File: src/rtl/label_err_unit.sv
// Label/error stage: fetches the label for each accepted prediction, emits the
// saturated error (label - prediction) and counts sign mismatches per epoch.
module label_err_unit #(
  parameter int DATA_W = 16,
  parameter int ADDR_W = 10
) (
  input  logic              clk,
  input  logic              rst_n,
  input  logic              start,
  input  logic [ADDR_W:0]   num_samples,
  input  logic              pred_valid,
  output logic              pred_ready,
  input  logic [DATA_W-1:0] pred_data,
  output logic              mem_ena,
  output logic              wr_rd,
  output logic [ADDR_W-1:0] addr,
  input  logic [DATA_W-1:0] mem_data,
  output logic              err_valid,
  input  logic              err_ready,
  output logic [DATA_W-1:0] err_data,
  output logic [ADDR_W-1:0] err_addr,
  output logic [ADDR_W:0]   miss_count,
  output logic              epoch_done,
  output logic              busy
);

  typedef enum logic [2:0] {IDLE, ACCEPT, FETCH, CAPT, OUT} state_t;

  localparam logic [ADDR_W:0] MAX_SAMPLES = {1'b1, {ADDR_W{1'b0}}};
  localparam logic [DATA_W-1:0] SAT_POS = {1'b0, {(DATA_W-1){1'b1}}};
  localparam logic [DATA_W-1:0] SAT_NEG = {1'b1, {(DATA_W-1){1'b0}}};

  state_t            state;
  logic [ADDR_W:0]   count;
  logic [ADDR_W-1:0] index;
  logic [DATA_W-1:0] pred_q;
  logic [DATA_W:0]   diff;
  logic [DATA_W-1:0] sat;
  logic              is_last;

  assign wr_rd = 1'b0;

  // One extra bit of headroom so the subtraction itself can never overflow.
  assign diff = {mem_data[DATA_W-1], mem_data} - {pred_q[DATA_W-1], pred_q};

  always_comb begin
    sat = diff[DATA_W-1:0];
    if (diff[DATA_W] != diff[DATA_W-1])
      sat = diff[DATA_W] ? SAT_NEG : SAT_POS;
  end

  assign is_last = ({1'b0, index} == (count - (ADDR_W+1)'(1)));

  always_ff @(posedge clk or negedge rst_n) begin
    if (!rst_n) begin
      state      <= IDLE;
      count      <= MAX_SAMPLES;
      index      <= '0;
      pred_q     <= '0;
      pred_ready <= 1'b0;
      mem_ena    <= 1'b0;
      addr       <= '0;
      err_valid  <= 1'b0;
      err_data   <= '0;
      err_addr   <= '0;
      miss_count <= '0;
      epoch_done <= 1'b0;
      busy       <= 1'b0;
    end else begin
      epoch_done <= 1'b0;
      case (state)
        IDLE: begin
          if (start) begin
            state      <= ACCEPT;
            count      <= (num_samples == '0 || num_samples > MAX_SAMPLES) ?
                          MAX_SAMPLES : num_samples;
            index      <= '0;
            miss_count <= '0;
            pred_ready <= 1'b1;
            busy       <= 1'b1;
          end
        end
        ACCEPT: begin
          if (pred_valid) begin
            pred_q     <= pred_data;
            pred_ready <= 1'b0;
            mem_ena    <= 1'b1;
            addr       <= index;
            state      <= FETCH;
          end
        end
        FETCH: begin
          mem_ena <= 1'b0;
          state   <= CAPT;
        end
        CAPT: begin
          err_data  <= sat;
          err_addr  <= index;
          err_valid <= 1'b1;
          // Zero counts as non-negative, so the sign bit alone decides.
          if (mem_data[DATA_W-1] != pred_q[DATA_W-1])
            miss_count <= miss_count + (ADDR_W+1)'(1);
          state <= OUT;
        end
        OUT: begin
          if (err_ready) begin
            err_valid <= 1'b0;
            if (is_last) begin
              epoch_done <= 1'b1;
              busy       <= 1'b0;
              state      <= IDLE;
            end else begin
              index      <= index + ADDR_W'(1);
              pred_ready <= 1'b1;
              state      <= ACCEPT;
            end
          end
        end
        default: state <= IDLE;
      endcase
    end
  end

endmodule

File: config.mk
export PLATFORM = sky130hd
export DESIGN_NAME = label_err_unit
export DESIGN_NICKNAME = d
export VERILOG_FILES = /design/src/rtl/label_err_unit.sv
export SDC_FILE = /design/constraint.sdc
export NUM_CORES = 1
export LEC_CHECK = 0
export ABC_AREA = 1
export CAP_MARGIN = 20
export CORE_MARGIN = 2
export CORE_UTILIZATION = 40
export DETAILED_ROUTE_END_ITERATION = 10
export GPL_TIMING_DRIVEN = 0
export PLACE_DENSITY = 0.72
export SLEW_MARGIN = 20
export SYNTH_ARGS = -nofsm -noshare
export SYNTH_HDL_FRONTEND = slang
export SYNTH_SLANG_ARGS = --single-unit
File: constraint.sdc
create_clock -name clk -period 2.1 [get_ports clk]
set_clock_uncertainty 0.15 [all_clocks]
set_input_delay 0.42 -clock clk [delete_from_list [all_inputs] [get_ports clk]]
set_output_delay 0.42 -clock clk [all_outputs]
set_load 0.005 [all_outputs]
* Word level (Yosys, flattened, before mapping)
Index checks and enable logic that the tools add are counted.
** Cells by class
- Add/sub/neg operators :: 4
- Order comparisons :: 1
- Equality and inequality tests :: 13
- Multiplexer cells :: 30
- Reductions and logical operators :: 17
** Operator list (number)
- 2-to-1 mux 11 bit :: 3
- 2-to-1 mux 16 bit :: 2
- 2-to-1 mux 10 bit :: 3
- one-hot mux 11 bit (2 select lines) :: 1
- one-hot mux 10 bit (2 select lines) :: 1
- subtractor 16 x 16 -> 17 bit :: 1
- one-hot mux 3 bit (5 select lines) :: 1
- 2-to-1 mux 1 bit :: 12
- inequality test 2 bit, second input constant :: 6
- adder 11 x 1 -> 11 bit, second input constant :: 1
- == test 10 x 11 -> 1 bit :: 1
- greater-than comparator 11 bit, second input constant :: 1
- logical NOT 11 bit :: 1
- subtractor 11 x 1 -> 11 bit, second input constant :: 1
- adder 10 x 1 -> 10 bit, second input constant :: 1
- 2-to-1 mux 3 bit :: 3
- AND reduction 2 bit :: 4
- AND reduction 4 bit :: 2
- nonzero test 2 bit :: 4
- == test 3 x 2 -> 1 bit, second input constant :: 2
- one-hot mux 1 bit (2 select lines) :: 3
- AND reduction 3 bit :: 2
- AND reduction 5 bit :: 1
- == test 3 x 1 -> 1 bit, second input constant :: 1
- other kinds (6) :: 7
** Word-level totals
- Register bits :: 92
- Word-level logic and storage cells :: 78

* Longest topological paths before layout
Gate-level depths: netlist of run 1.
- Depth after elaboration :: 5
- Mapped depth :: 16
- Depth with buffers taken out :: 15

* Worst setup path before layout of run 1
OpenSTA, ideal clock, no wires.
- Path kind :: input -> register
- From :: input mem_data[0]
- To :: register err_data[10]
- Setup time :: 0.121 ns
- Arrival time :: 2.023 ns
- Slack :: -0.194 ns
- Stages on the path :: 15
- Buffers on the path :: 1
- Path through :: inv_1 -> ha_1 -> inv_1 -> fa_1 -> nand3_1 -> nand2_1 -> nand2_1 -> nand2_1 -> nand2_1 -> nand3_1 -> nand2_1 -> nor2_2 -> nor2_2 -> buf_6 -> a21oi_1
** Between the ends
- Cells in the longest elaborated chain, start to end :: 3
- Elaborated cells between the ends (all ways) :: 4
- Those cells by class :: 1 x add/sub; 1 x eq/ne; 2 x mux
** RTL lines
- from (decl) :: RTL line 17 : input logic [DATA_W-1:0] mem_data,
- subtractor 16 x 16 -> 17 bit * :: RTL line 44 : assign diff = {mem_data[DATA_W-1], mem_data} - {pred_q[DATA_W-1], pred_q};
- 2-to-1 mux 16 bit / inequality test 1 bit (equally long branches) :: RTL line 49, 48
- 2-to-1 mux 16 bit * :: RTL line 48 : if (diff[DATA_W] != diff[DATA_W-1])
- to (signal assigned) :: RTL line 97 : err_data <= sat;
- to (decl) :: RTL line 20 : output logic [DATA_W-1:0] err_data,
Every way passes the cells marked *; elsewhere a longest branch is shown, timed or not.
A chain may end at the register's enable or synchronous reset.

* Worst setup path after layout of run 1
- From :: register pred_q[0]
- To :: register err_data[14]
** Between the ends
- Cells in the longest elaborated chain, start to end :: 3
- Elaborated cells between the ends (all ways) :: 4
- Those cells by class :: 1 x add/sub; 1 x eq/ne; 2 x mux
** RTL lines
- from (decl) :: RTL line 36 : logic [DATA_W-1:0] pred_q;
- from (signal assigned) :: RTL line 85 : pred_q <= pred_data;
- subtractor 16 x 16 -> 17 bit * :: RTL line 44
- 2-to-1 mux 16 bit / inequality test 1 bit (equally long branches) :: RTL line 49, 48
- 2-to-1 mux 16 bit * :: RTL line 48
Marks and branches as above.

==> impl_metrics.py, run 1 <==
metrics = {
    "die": {
        "num_rows": 41,
        "core_area_mm2": 0.0127,
        "dieArea_mm2": 0.0140,
        "die_y_um": 118,
        "initial_core_util": 0.412,
        "ios": 101,
        "die_x_um": 118,
    },
    "worst_setup_path": {
        "slowest_delay_ns": 0.40,
        "crit_family": "simple AND/OR/NAND/NOR gates",
        "crit_path_frequent_cell": "nand2_4",
        "crit_slowest_cell": "dfrtp_1",
        "path_cells": "ha_4, inv_2, fa_2, nand3_2, nand2_2, nand2_2, nand2_4, nand2_4, nand3_4, nand2_4, nor2_4, nor2_4, buf_6, a21oi_1",
        "crit_required_ns": 2.19,
        "start_kind": "register",
        "cp_num_cells": 14,
        "critPathBufInv": 2,
        "arrival_ns": 2.36,
        "crit_path_max_fanout": 6,
        "end_kind": "register",
        "setup.worst_path.class": "register to register",
        "rr_worst_depth": 14,
    },
    "run_status": {
        "outcome": "complete, but fails checks",
        "failed_checks": "negative setup slack",
    },
    "detailed_routing": {
        "ant_nets": 0,
        "initialDrtViolationCount": 500,
        "routed_wl_um": 15700,
        "wire_per_inst_um": 15.6,
        "drc_errors": 0,
        "vias": 5186,
        "drt_pass1_iterations": 5,
        "viasPerCell": 5.16,
    },
    "sta": {
        "fmax_ghz": 0.440,
        "setup_viol": 16,
        "relSlewSlack": 0.618,
        "setup_slack_ns": -0.174,
        "worst_slew_pin_slew_ns": 0.574,
        "hold_slack_ns": 0.328,
        "drv_slew": 0,
        "fin_crit_sh": 1.08,
        "final.min_clock_period_ns": 2.27,
        "grt_setup_unrepaired": "yes",
        "finalHoldViolCount": 0,
    },
    "layout": {
        "final_util": 0.597,
        "nFillCells": 1097,
        "final_nets": 896,
        "syn_to_final_growth_pct": 44.9,
        "drive_above_1_share": 0.221,
        "n_antenna_cell": 0,
    },
    "placed_design": {
        "gp_congestion": 0.935,
        "dp_hpwl_um": 10400,
        "io_buffers": 99,
        "post-place-ws_ns": -0.941,
    },
    "synthesis": {
        "syn_nets": 751,
        "ys_seq_elements": 92,
        "synthCells": 683,
        "yosys_warnings": 0,
        "synthDistinctLibCells": 40,
        "syn_avg_cell_area_um2": 7.67,
        "ys_seq_area_frac": 0.439,
        "netlist_area_mm2": 0.00524,
    },
    "clock_tree": {
        "clk_path_buf_depth": 2,
        "worstSkewPairLatency_ns": 0.35,
        "cts_made_buffers": 9,
        "cts_tree": "built",
        "cts.clk_slew.worst_paths_ns": 0.07,
        "htreeDepth": 3,
        "cts-root-buf": "clkbuf_16",
        "cts_sinks": 92,
    },
    "pwr": {
        "leakagePower_nw": 3.53,
        "powerDensity_mw_per_mm2": 1350,
        "max-vdd-ir-drop_mv": 0.695,
    },
    "global_routing": {
        "grt_pass1_vias": 5031,
        "grt_max_degree": 50,
        "grt_pass1_wl_um": 24300,
        "antenna_found_initial": 0,
        "grt_overflow": 0,
        "grt_util_all_layers": 0.213,
    },
    "job": {
        "max_cap_violations": 0,
    },
    "hold_path": {
        "hold_depth": 2,
        "hp-class": "register to register",
    },
}
## Yosys cell counts
library cell | n | share of area
nand2_1 | 170 | 0.12
and3b_1 | 1 | 0.0017
xnor2_1 | 4 | 0.0067
nor2_2 | 8 | 0.0095
a221oi_1 | 1 | 0.0017
a21oi_1 | 52 | 0.050
fa_1 | 1 | 0.0038
o21ai_1 | 2 | 0.0019
nand2_2 | 10 | 0.012
nor2_1 | 67 | 0.048
buf_6 | 1 | 0.0021
inv_2 | 4 | 0.0029
xor2_1 | 20 | 0.033
buf_8 | 1 | 0.0029
buf_2 | 3 | 0.0029
nor3_1 | 17 | 0.016
mux2_2 | 1 | 0.0021
a21oi_2 | 1 | 0.0017
conb_1 | 1 | 0.00072
a31oi_1 | 3 | 0.0036
nor3_4 | 1 | 0.0031
o31ai_1 | 2 | 0.0029
nand4_1 | 11 | 0.013
nor4_1 | 2 | 0.0024
dfstp_2 | 1 | 0.0050
o21bai_1 | 2 | 0.0029
nor2_4 | 1 | 0.0021
nand2_4 | 1 | 0.0021
nand3_1 | 51 | 0.049
clkbuf_1 | 11 | 0.0079
clkinv_1 | 1 | 0.00072
a21o_1 | 1 | 0.0014
and2_1 | 1 | 0.0012
inv_1 | 69 | 0.049
o21ai_0 | 45 | 0.043
ha_1 | 19 | 0.045
buf_4 | 3 | 0.0043
dfrtp_1 | 91 | 0.43
nand3b_1 | 1 | 0.0014
nand3_4 | 1 | 0.0033
## kinds of logic (layout without fill, tap and decap cells)
| group | count (synthesis) | count (layout) | share of synthesized area |
|---|---|---|---|
| muxes | 1 | 1 | 0.00215 |
| adders and majority gates | 20 | 20 | 0.0492 |
| buffers and inverters | 93 | 243 | 0.0730 |
| DFF | 92 | 92 | 0.439 |
| and+or+nand+nor | 343 | 343 | 0.287 |
| xor gates and xnor gates | 24 | 24 | 0.0401 |
| AOI/OAI and AO/OA | 109 | 109 | 0.109 |
| other | 1 | 1 | 0.000715 |
## flip-flops by register name, indices dropped and copies added (netlist names), 3 cells and up
register / flops
addr: 10
count: 11
err_addr: 10
err_data: 16
index: 10
miss_count: 11
pred_q: 16
state: 3
## stage by stage
stage | cell area [um^2] | total power (W) | std cells | setup TNS, ns
3_5_place_dp | 6520 | 0.00705 | 955 | -20.14
6_report | 7590 | 0.0103 | 1005 | -2.23
2_1_floorplan | 5290 | 0.00561 | 683 | -0.816
3_3_place_gp | 6490 | 0.00697 | 954 | -294.33
5_1_grt | 7590 | 0.0110 | 1005 | -4.63
4_1_cts | 7280 | 0.00946 | 992 | -1.17
## power breakdown
| part | total [W] | switching (W) | internal [W] |
|---|---|---|---|
| combinational | 0.00606 | 0.00347 | 0.00259 |
| sequential | 0.00266 | 0.000377 | 0.00229 |
| clock | 0.00156 | 0.000722 | 0.000841 |
## cells in the final DEF (no fill, tap or decap), types with 10 or more instances in the layout
cell type	netlist	layout
nand4_1	11	11
nand3_1	51	44
clkbuf_1	11	11
nand2_1	170	146
o21ai_0	45	41
xor2_1	20	20
nor2_1	67	60
a21oi_1	52	35
inv_2	4	17
dfrtp_1	91	90
inv_1	69	53
clkdlybuf4s50_1	0	82
ha_4	0	16
buf_4	3	29
nand2_2	10	25
nor3_1	17	14
a21oi_2	1	16
nand2_4	1	10
## layout make-up
class	count	area (um^2)	share of cell area
repair buffers	134	1330	0.175
flip-flops and latches	92	2300	0.304
inverters	74	297	0.0391
well taps	172	215	0.0283
multi-input cells	498	3060	0.403
plain buffers	19	110	0.0145
clock buffers	11	243	0.0320
clock inverters	5	36.3	0.00478
## per-layer routing
layer	vias up	share of wire	track usage
met3	42	0.058	0.0367
met5	-	0	0
li1	2517	-	-
met4	0	0.031	0.0848
met2	197	0.48	0.350
met1	2430	0.43	0.280
## repair_timing
item                                   4_1_cts  5_1_grt
hold buffers                                 1        0
endpoints found under the hold margin       43        0
setup endpoints to repair                   33       53
pin swaps                                   17       35
gates cloned                                 3        0
buffers inserted                            17       13
resized for setup                           69       71
## worst min-delay path, delay by kind of cell, from the launching register on
| family | cells | cell delay [ns] |
|---|---|---|
| AND/OR/NAND/NOR | 2 | 0.11 |
| flip-flops | 1 | 0.35 |
## path summary, 6_finish.rpt
check | from | slack (ns) | to
setup / recovery | pred_q[0]$_DFFE_PN0P_ | -0.17 | err_data[14]$_DFFE_PN0P_
hold / removal | err_valid$_DFFE_PN0P_ | 0.33 | err_valid$_DFFE_PN0P_
setup reg to reg | pred_q[0]$_DFFE_PN0P_ | -0.17 | err_data[14]$_DFFE_PN0P_
hold reg to reg | err_valid$_DFFE_PN0P_ | 0.33 | err_valid$_DFFE_PN0P_
max in group asynchronous | rst_n | 0.75 | count[10]$_DFFE_PN1P_
min in group asynchronous | rst_n | 0.41 | pred_q[10]$_DFFE_PN0P_
Power figures use the tool's default switching activity.
==> run 2: changes to the inputs <==
- CORE_UTILIZATION: 40 -> 47
- PLACE_DENSITY: 0.72 -> 0.81
==> impl_metrics.py, run 2 (same netlist as run 1, synthesis figures left out) <==
metrics = {
    "worst_setup_path": {
        "setup.worst_path.class": "register to register",
        "slowest_delay_ns": 0.41,
        "crit_slowest_cell": "dfrtp_1",
        "crit_required_ns": 2.26,
        "rr_endpoint": "index[6]$_DFFE_PN0P_",
        "regToRegSetupSlack_ns": -0.15,
        "startpoint": "count[1]$_DFFE_PN0P_",
        "crit_path_frequent_cell": "nand2_2",
        "end_kind": "register",
        "crit_path_max_fanout": 6,
        "arrival_ns": 2.41,
        "worstReg2RegStart": "count[1]$_DFFE_PN0P_",
        "path_cells": "inv_2, ha_4, inv_4, nand2_2, nand3_2, nand2_2, nor2_2, nand3_1, nor2_2, nand2_2, nor2_4, nand3_4, nand2_4, buf_12, buf_8, nand2_2, nand2_1",
        "start_kind": "register",
        "rr_worst_depth": 17,
    },
    "die": {
        "core_area_mm2": 0.0108,
        "dieArea_mm2": 0.0120,
        "die_x_um": 110,
        "initial_core_util": 0.483,
        "ios": 101,
        "die_y_um": 110,
        "num_rows": 38,
    },
    "sta": {
        "relSlewSlack": 0.590,
        "final.min_clock_period_ns": 2.25,
        "setup_viol": 26,
        "fmax_ghz": 0.444,
        "grt_setup_unrepaired": "yes",
        "worst_slew_pin_slew_ns": 0.616,
        "drv_slew": 0,
        "finalHoldViolCount": 0,
        "setup_slack_ns": -0.150,
        "fin_crit_sh": 1.07,
    },
    "pwr": {
        "max-vdd-ir-drop_mv": 0.749,
        "powerDensity_mw_per_mm2": 1360,
        "power_w": 0.0103,
        "seq_power_share": 0.260,
        "pwr-share-comb": 0.606,
        "p_clk_frac": 0.133,
        "leakagePower_nw": 3.49,
        "internal_power_w": 0.00565,
        "netSwitchingFraction": 0.453,
        "switching_power_w": 0.00468,
    },
    "layout": {
        "largestRegisters": "err_data: 16 flops, pred_q: 16 flops",
        "drive_above_1_share": 0.252,
        "final_cell_mix": "nand2_1, dfrtp_1, clkdlybuf4s50_1, nor2_1, inv_1",
        "syn_to_final_growth_pct": 44.6,
        "ff_latch_area_mm2": 0.00230,
        "nFillCells": 827,
        "final_nets": 895,
        "n_antenna_cell": 0,
        "multi_input_area_mm2": 0.00315,
        "layout_commonest_cell": "nand2_1",
    },
    "global_routing": {
        "antenna_found_initial": 0,
        "grt_pass1_vias": 5287,
        "grt_overflow": 0,
        "grt_max_degree": 48,
        "grt_pass1_wl_um": 24900,
        "grt_util_all_layers": 0.266,
    },
    "hold_path": {
        "hp-class": "register to register",
        "hp-start": "busy$_DFFE_PN0P_",
        "hold_path_end": "busy$_DFFE_PN0P_",
        "hold_depth": 2,
    },
    "detailed_routing": {
        "vias": 5282,
        "initialDrtViolationCount": 250,
        "ant_nets": 0,
        "wire_per_inst_um": 16.2,
        "viasPerCell": 5.44,
        "drc_errors": 0,
        "drt_pass1_iterations": 5,
        "routed_wl_um": 15800,
    },
    "run_status": {
        "outcome": "complete, but fails checks",
        "failed_checks": "negative setup slack",
    },
    "clock_tree": {
        "clk_path_buf_depth": 2,
        "cts_sinks": 92,
        "cts_made_buffers": 9,
        "worstSkewPairLatency_ns": 0.37,
        "cts.clk_slew.worst_paths_ns": 0.09,
        "cts_tree": "built",
        "cts-root-buf": "clkbuf_8",
        "htreeDepth": 3,
    },
    "placed_design": {
        "io_buffers": 99,
        "gp_congestion": 0.923,
        "dp_hpwl_um": 10800,
        "post-place-ws_ns": -0.908,
    },
    "job": {
        "max_cap_violations": 0,
    },
}
## run 2: cell type report
class                      count  share of cell area
multi-input combinational    498               0.415
sequential                    92               0.304
timing repair buffer         133               0.174
inverter                      74              0.0391
tap                          140              0.0231
clock buffer                  10              0.0182
buffer                        19              0.0145
clock inverter                 5              0.0112
## run 2: worst max-delay path: cells and delay by family, from the launching register on
family | cells | cell delay (ns)
buf+inv | 4 | 0.36
flops | 1 | 0.41
fa+ha+maj | 1 | 0.19
simple gates | 12 | 1.07
## run 2: how the worst max path moves through the flow
stage,end,slack (ns),cells after the start
6_report,index[6]$_DFFE_PN0P_,-0.15,17
2_1_floorplan,err_data[10]$_DFFE_PN0P_,-0.08,15
3_3_place_gp,count[1]$_DFFE_PN0P_,-2.81,1
4_1_cts,err_data[5]$_DFFE_PN0P_,-0.1,15
5_1_grt,index[1]$_DFFE_PN0P_,-0.27,16
3_5_place_dp,err_data[5]$_DFFE_PN0P_,-0.91,16
## run 2: through the flow
stage / hold WS (ns) / setup TNS [ns] / util / instance area (um^2) / instances
2_1_floorplan: -0.0256 / -0.816 / - / 5290 / 683
3_3_place_gp: 0.312 / -274.04 / 0.595 / 6450 / 922
3_5_place_dp: 0.312 / -20.11 / 0.598 / 6480 / 923
4_1_cts: 0.334 / -1.36 / 0.669 / 7260 / 963
5_1_grt: 0.354 / -4.92 / 0.699 / 7580 / 971
6_report: 0.333 / -2.31 / 0.699 / 7580 / 971
## run 2: power groups by stage
stage | logic (W) | clock network, W | registers (W)
finish | 0.00626 | 0.00138 | 0.00269
global route | 0.00686 | 0.00145 | 0.00274
CTS | 0.00551 | 0.00137 | 0.00264
detailed placement | 0.00445 | 0 | 0.00267
global placement | 0.00432 | 0 | 0.00266
floorplan | 0.00301 | 0 | 0.00260
## run 2: timing repair
| action | 4_1_cts | 5_1_grt |
|---|---|---|
| cloned | 3 | 0 |
| gates resized for setup | 84 | 88 |
| hold endpoints to repair | 45 | 0 |
| pin swaps | 21 | 41 |
| buffers inserted | 21 | 10 |
| hold buffers | 1 | 0 |
| setup endpoints to repair | 33 | 47 |
## run 2: per-layer routing
metal | vias to the layer above | track usage | share of wire
met5 | - | 0 | 0
met4 | 0 | 0.0940 | 0.030
met3 | 46 | 0.0486 | 0.058
met2 | 191 | 0.464 | 0.50
met1 | 2540 | 0.331 | 0.41
li1 | 2505 | - | -
==> run 3: changes to the inputs <==
- SKIP_CTS_REPAIR_TIMING: default -> 1
==> impl_metrics.py, run 3 (same netlist as run 1, synthesis figures left out) <==
metrics = {
    "layout": {
        "n_antenna_cell": 0,
        "drive_above_1_share": 0.208,
        "syn_to_final_growth_pct": 40.7,
        "final_nets": 885,
        "final_cell_mix": "nand2_1, dfrtp_1, clkdlybuf4s50_1, nor2_1, inv_1",
        "layout.cells.non_filler": 961,
        "nFillCells": 871,
        "layout_commonest_cell": "nand2_1",
        "finalInstanceArea_mm2": 0.00737,
        "largestRegisters": "err_data: 16 flops, pred_q: 16 flops",
    },
    "pwr": {
        "leakagePower_nw": 3.45,
        "max-vdd-ir-drop_mv": 0.770,
        "netSwitchingFraction": 0.446,
        "internal_power_w": 0.00541,
        "pwr-share-comb": 0.586,
        "powerDensity_mw_per_mm2": 1320,
        "seq_power_share": 0.274,
        "switching_power_w": 0.00436,
        "power_w": 0.00976,
        "p_clk_frac": 0.140,
    },
    "sta": {
        "relSlewSlack": 0.597,
        "final.min_clock_period_ns": 2.29,
        "finalHoldViolCount": 0,
        "grt_setup_unrepaired": "yes",
        "hold_slack_ns": 0.331,
        "setup_slack_ns": -0.187,
        "fmax_ghz": 0.437,
        "fin_crit_sh": 1.09,
        "fin_setup_tns_ns": -3.46,
        "drv_slew": 0,
        "setup_viol": 26,
        "worst_slew_pin_slew_ns": 0.605,
    },
    "worst_setup_path": {
        "crit_path_max_fanout": 6,
        "start_kind": "primary input",
        "crit_required_ns": 2.26,
        "setup.worst_path.class": "primary input to register",
        "arrival_ns": 2.44,
        "end_kind": "register",
    },
    "global_routing": {
        "grt_overflow": 0,
        "grt_pass1_vias": 4948,
        "top_usage_layer": "met2",
        "antenna_found_initial": 0,
        "met3_usage": 0.0474,
        "grt_max_degree": 48,
        "grt_use_met2": 0.418,
        "grt_pass1_wl_um": 22900,
        "grt_util_all_layers": 0.244,
        "globalRouteMet1Util": 0.312,
    },
    "die": {
        "core_area_mm2": 0.0108,
        "ios": 101,
        "initial_core_util": 0.483,
        "die_y_um": 110,
        "dieArea_mm2": 0.0120,
        "num_rows": 38,
        "die_x_um": 110,
    },
    "run_status": {
        "outcome": "complete, but fails checks",
        "failed_checks": "negative setup slack",
    },
    "hold_path": {
        "hp-class": "register to register",
    },
    "detailed_routing": {
        "ant_nets": 0,
        "wire_per_inst_um": 15.6,
        "drc_errors": 0,
        "drt_pass1_iterations": 5,
        "vias": 5259,
        "routed_wl_um": 15000,
        "initialDrtViolationCount": 271,
        "viasPerCell": 5.47,
    },
    "placed_design": {
        "io_buffers": 99,
        "dp_hpwl_um": 10800,
        "placed_cell_area_mm2": 0.00648,
        "gp_congestion": 0.923,
        "dp_cells": 923,
    },
    "job": {
        "max_cap_violations": 0,
    },
    "clock_tree": {
        "cts.clk_slew.worst_paths_ns": 0.10,
        "htreeDepth": 3,
        "cts_sinks": 92,
        "cts_made_buffers": 9,
        "clk_path_buf_depth": 2,
        "cts-root-buf": "clkbuf_8",
        "worstSkewPairLatency_ns": 0.37,
        "cts_tree": "built",
    },
}
[run 3: cell types whose count changed in the layout (fill, tap and decap cells not counted), sizes merged, moves of 5 or more]
cell,previous run,this run
dlymetal6s2s,4,9
buf,42,31
dlygate4sd2,10,0
clkdlybuf4s50,83,89
[run 3: per-layer routing]
metal,part of all wire,vias to the layer above
li1,-,2486
met1,0.40,2543
met2,0.51,199
met3,0.066,31
met4,0.021,0
met5,0,-
[run 3: critical path, stage by stage]
cell             delay, ns
clkdlybuf4s50_1       0.49
ha_2                  0.33
a21oi_2               0.18
nand2_2               0.09
nand2_2               0.06
nand2_2               0.06
nand2_2               0.08
nand2_1               0.07
nand2_2               0.10
nand2_4               0.07
nor2_4                0.15
nor2_4                0.07
buf_6                 0.15
a21oi_2               0.13
[run 3: power by group through the flow]
stage | clock network (W) | registers (W) | logic, W
after CTS | 0.00137 | 0.00264 | 0.00449
after global placement | 0 | 0.00266 | 0.00432
final | 0.00137 | 0.00267 | 0.00572
after detailed placement | 0 | 0.00267 | 0.00445
after floorplan | 0 | 0.00260 | 0.00301
after global routing | 0.00145 | 0.00272 | 0.00632
[run 3: final timing paths]
path | start | endpoint | slack (ns) | cells past startpoint
max in group asynchronous | rst_n | count[10]$_DFFE_PN1P_ | 0.65 | 3
max | mem_data[3] | err_data[5]$_DFFE_PN0P_ | -0.19 | 14
max reg2reg | pred_q[0]$_DFFE_PN0P_ | err_data[5]$_DFFE_PN0P_ | -0.16 | 15
min | busy$_DFFE_PN0P_ | busy$_DFFE_PN0P_ | 0.33 | 2
min reg2reg | busy$_DFFE_PN0P_ | busy$_DFFE_PN0P_ | 0.33 | 2
min in group asynchronous | rst_n | pred_q[9]$_DFFE_PN0P_ | 0.44 | 2
[run 3: area by class of cell]
| cell class | instances | area [um^2] | share of cell area |
|---|---|---|---|
| timing repair buffer | 123 | 1250 | 0.169 |
| clock buffer | 10 | 138 | 0.0187 |
| sequential | 92 | 2300 | 0.313 |
| tap | 140 | 175 | 0.0238 |
| inverter | 74 | 293 | 0.0397 |
| clock inverter | 5 | 85.1 | 0.0115 |
| buffer | 19 | 114 | 0.0154 |
| multi-input combinational | 498 | 3020 | 0.409 |
[run 3: stage by stage]
step           utilization  worst slack, ns
4_1_cts              0.618           -0.516
2_1_floorplan            -          -0.0771
5_1_grt              0.680           -0.278
3_5_place_dp         0.598           -0.908
6_report             0.680           -0.187
3_3_place_gp         0.595            -2.81
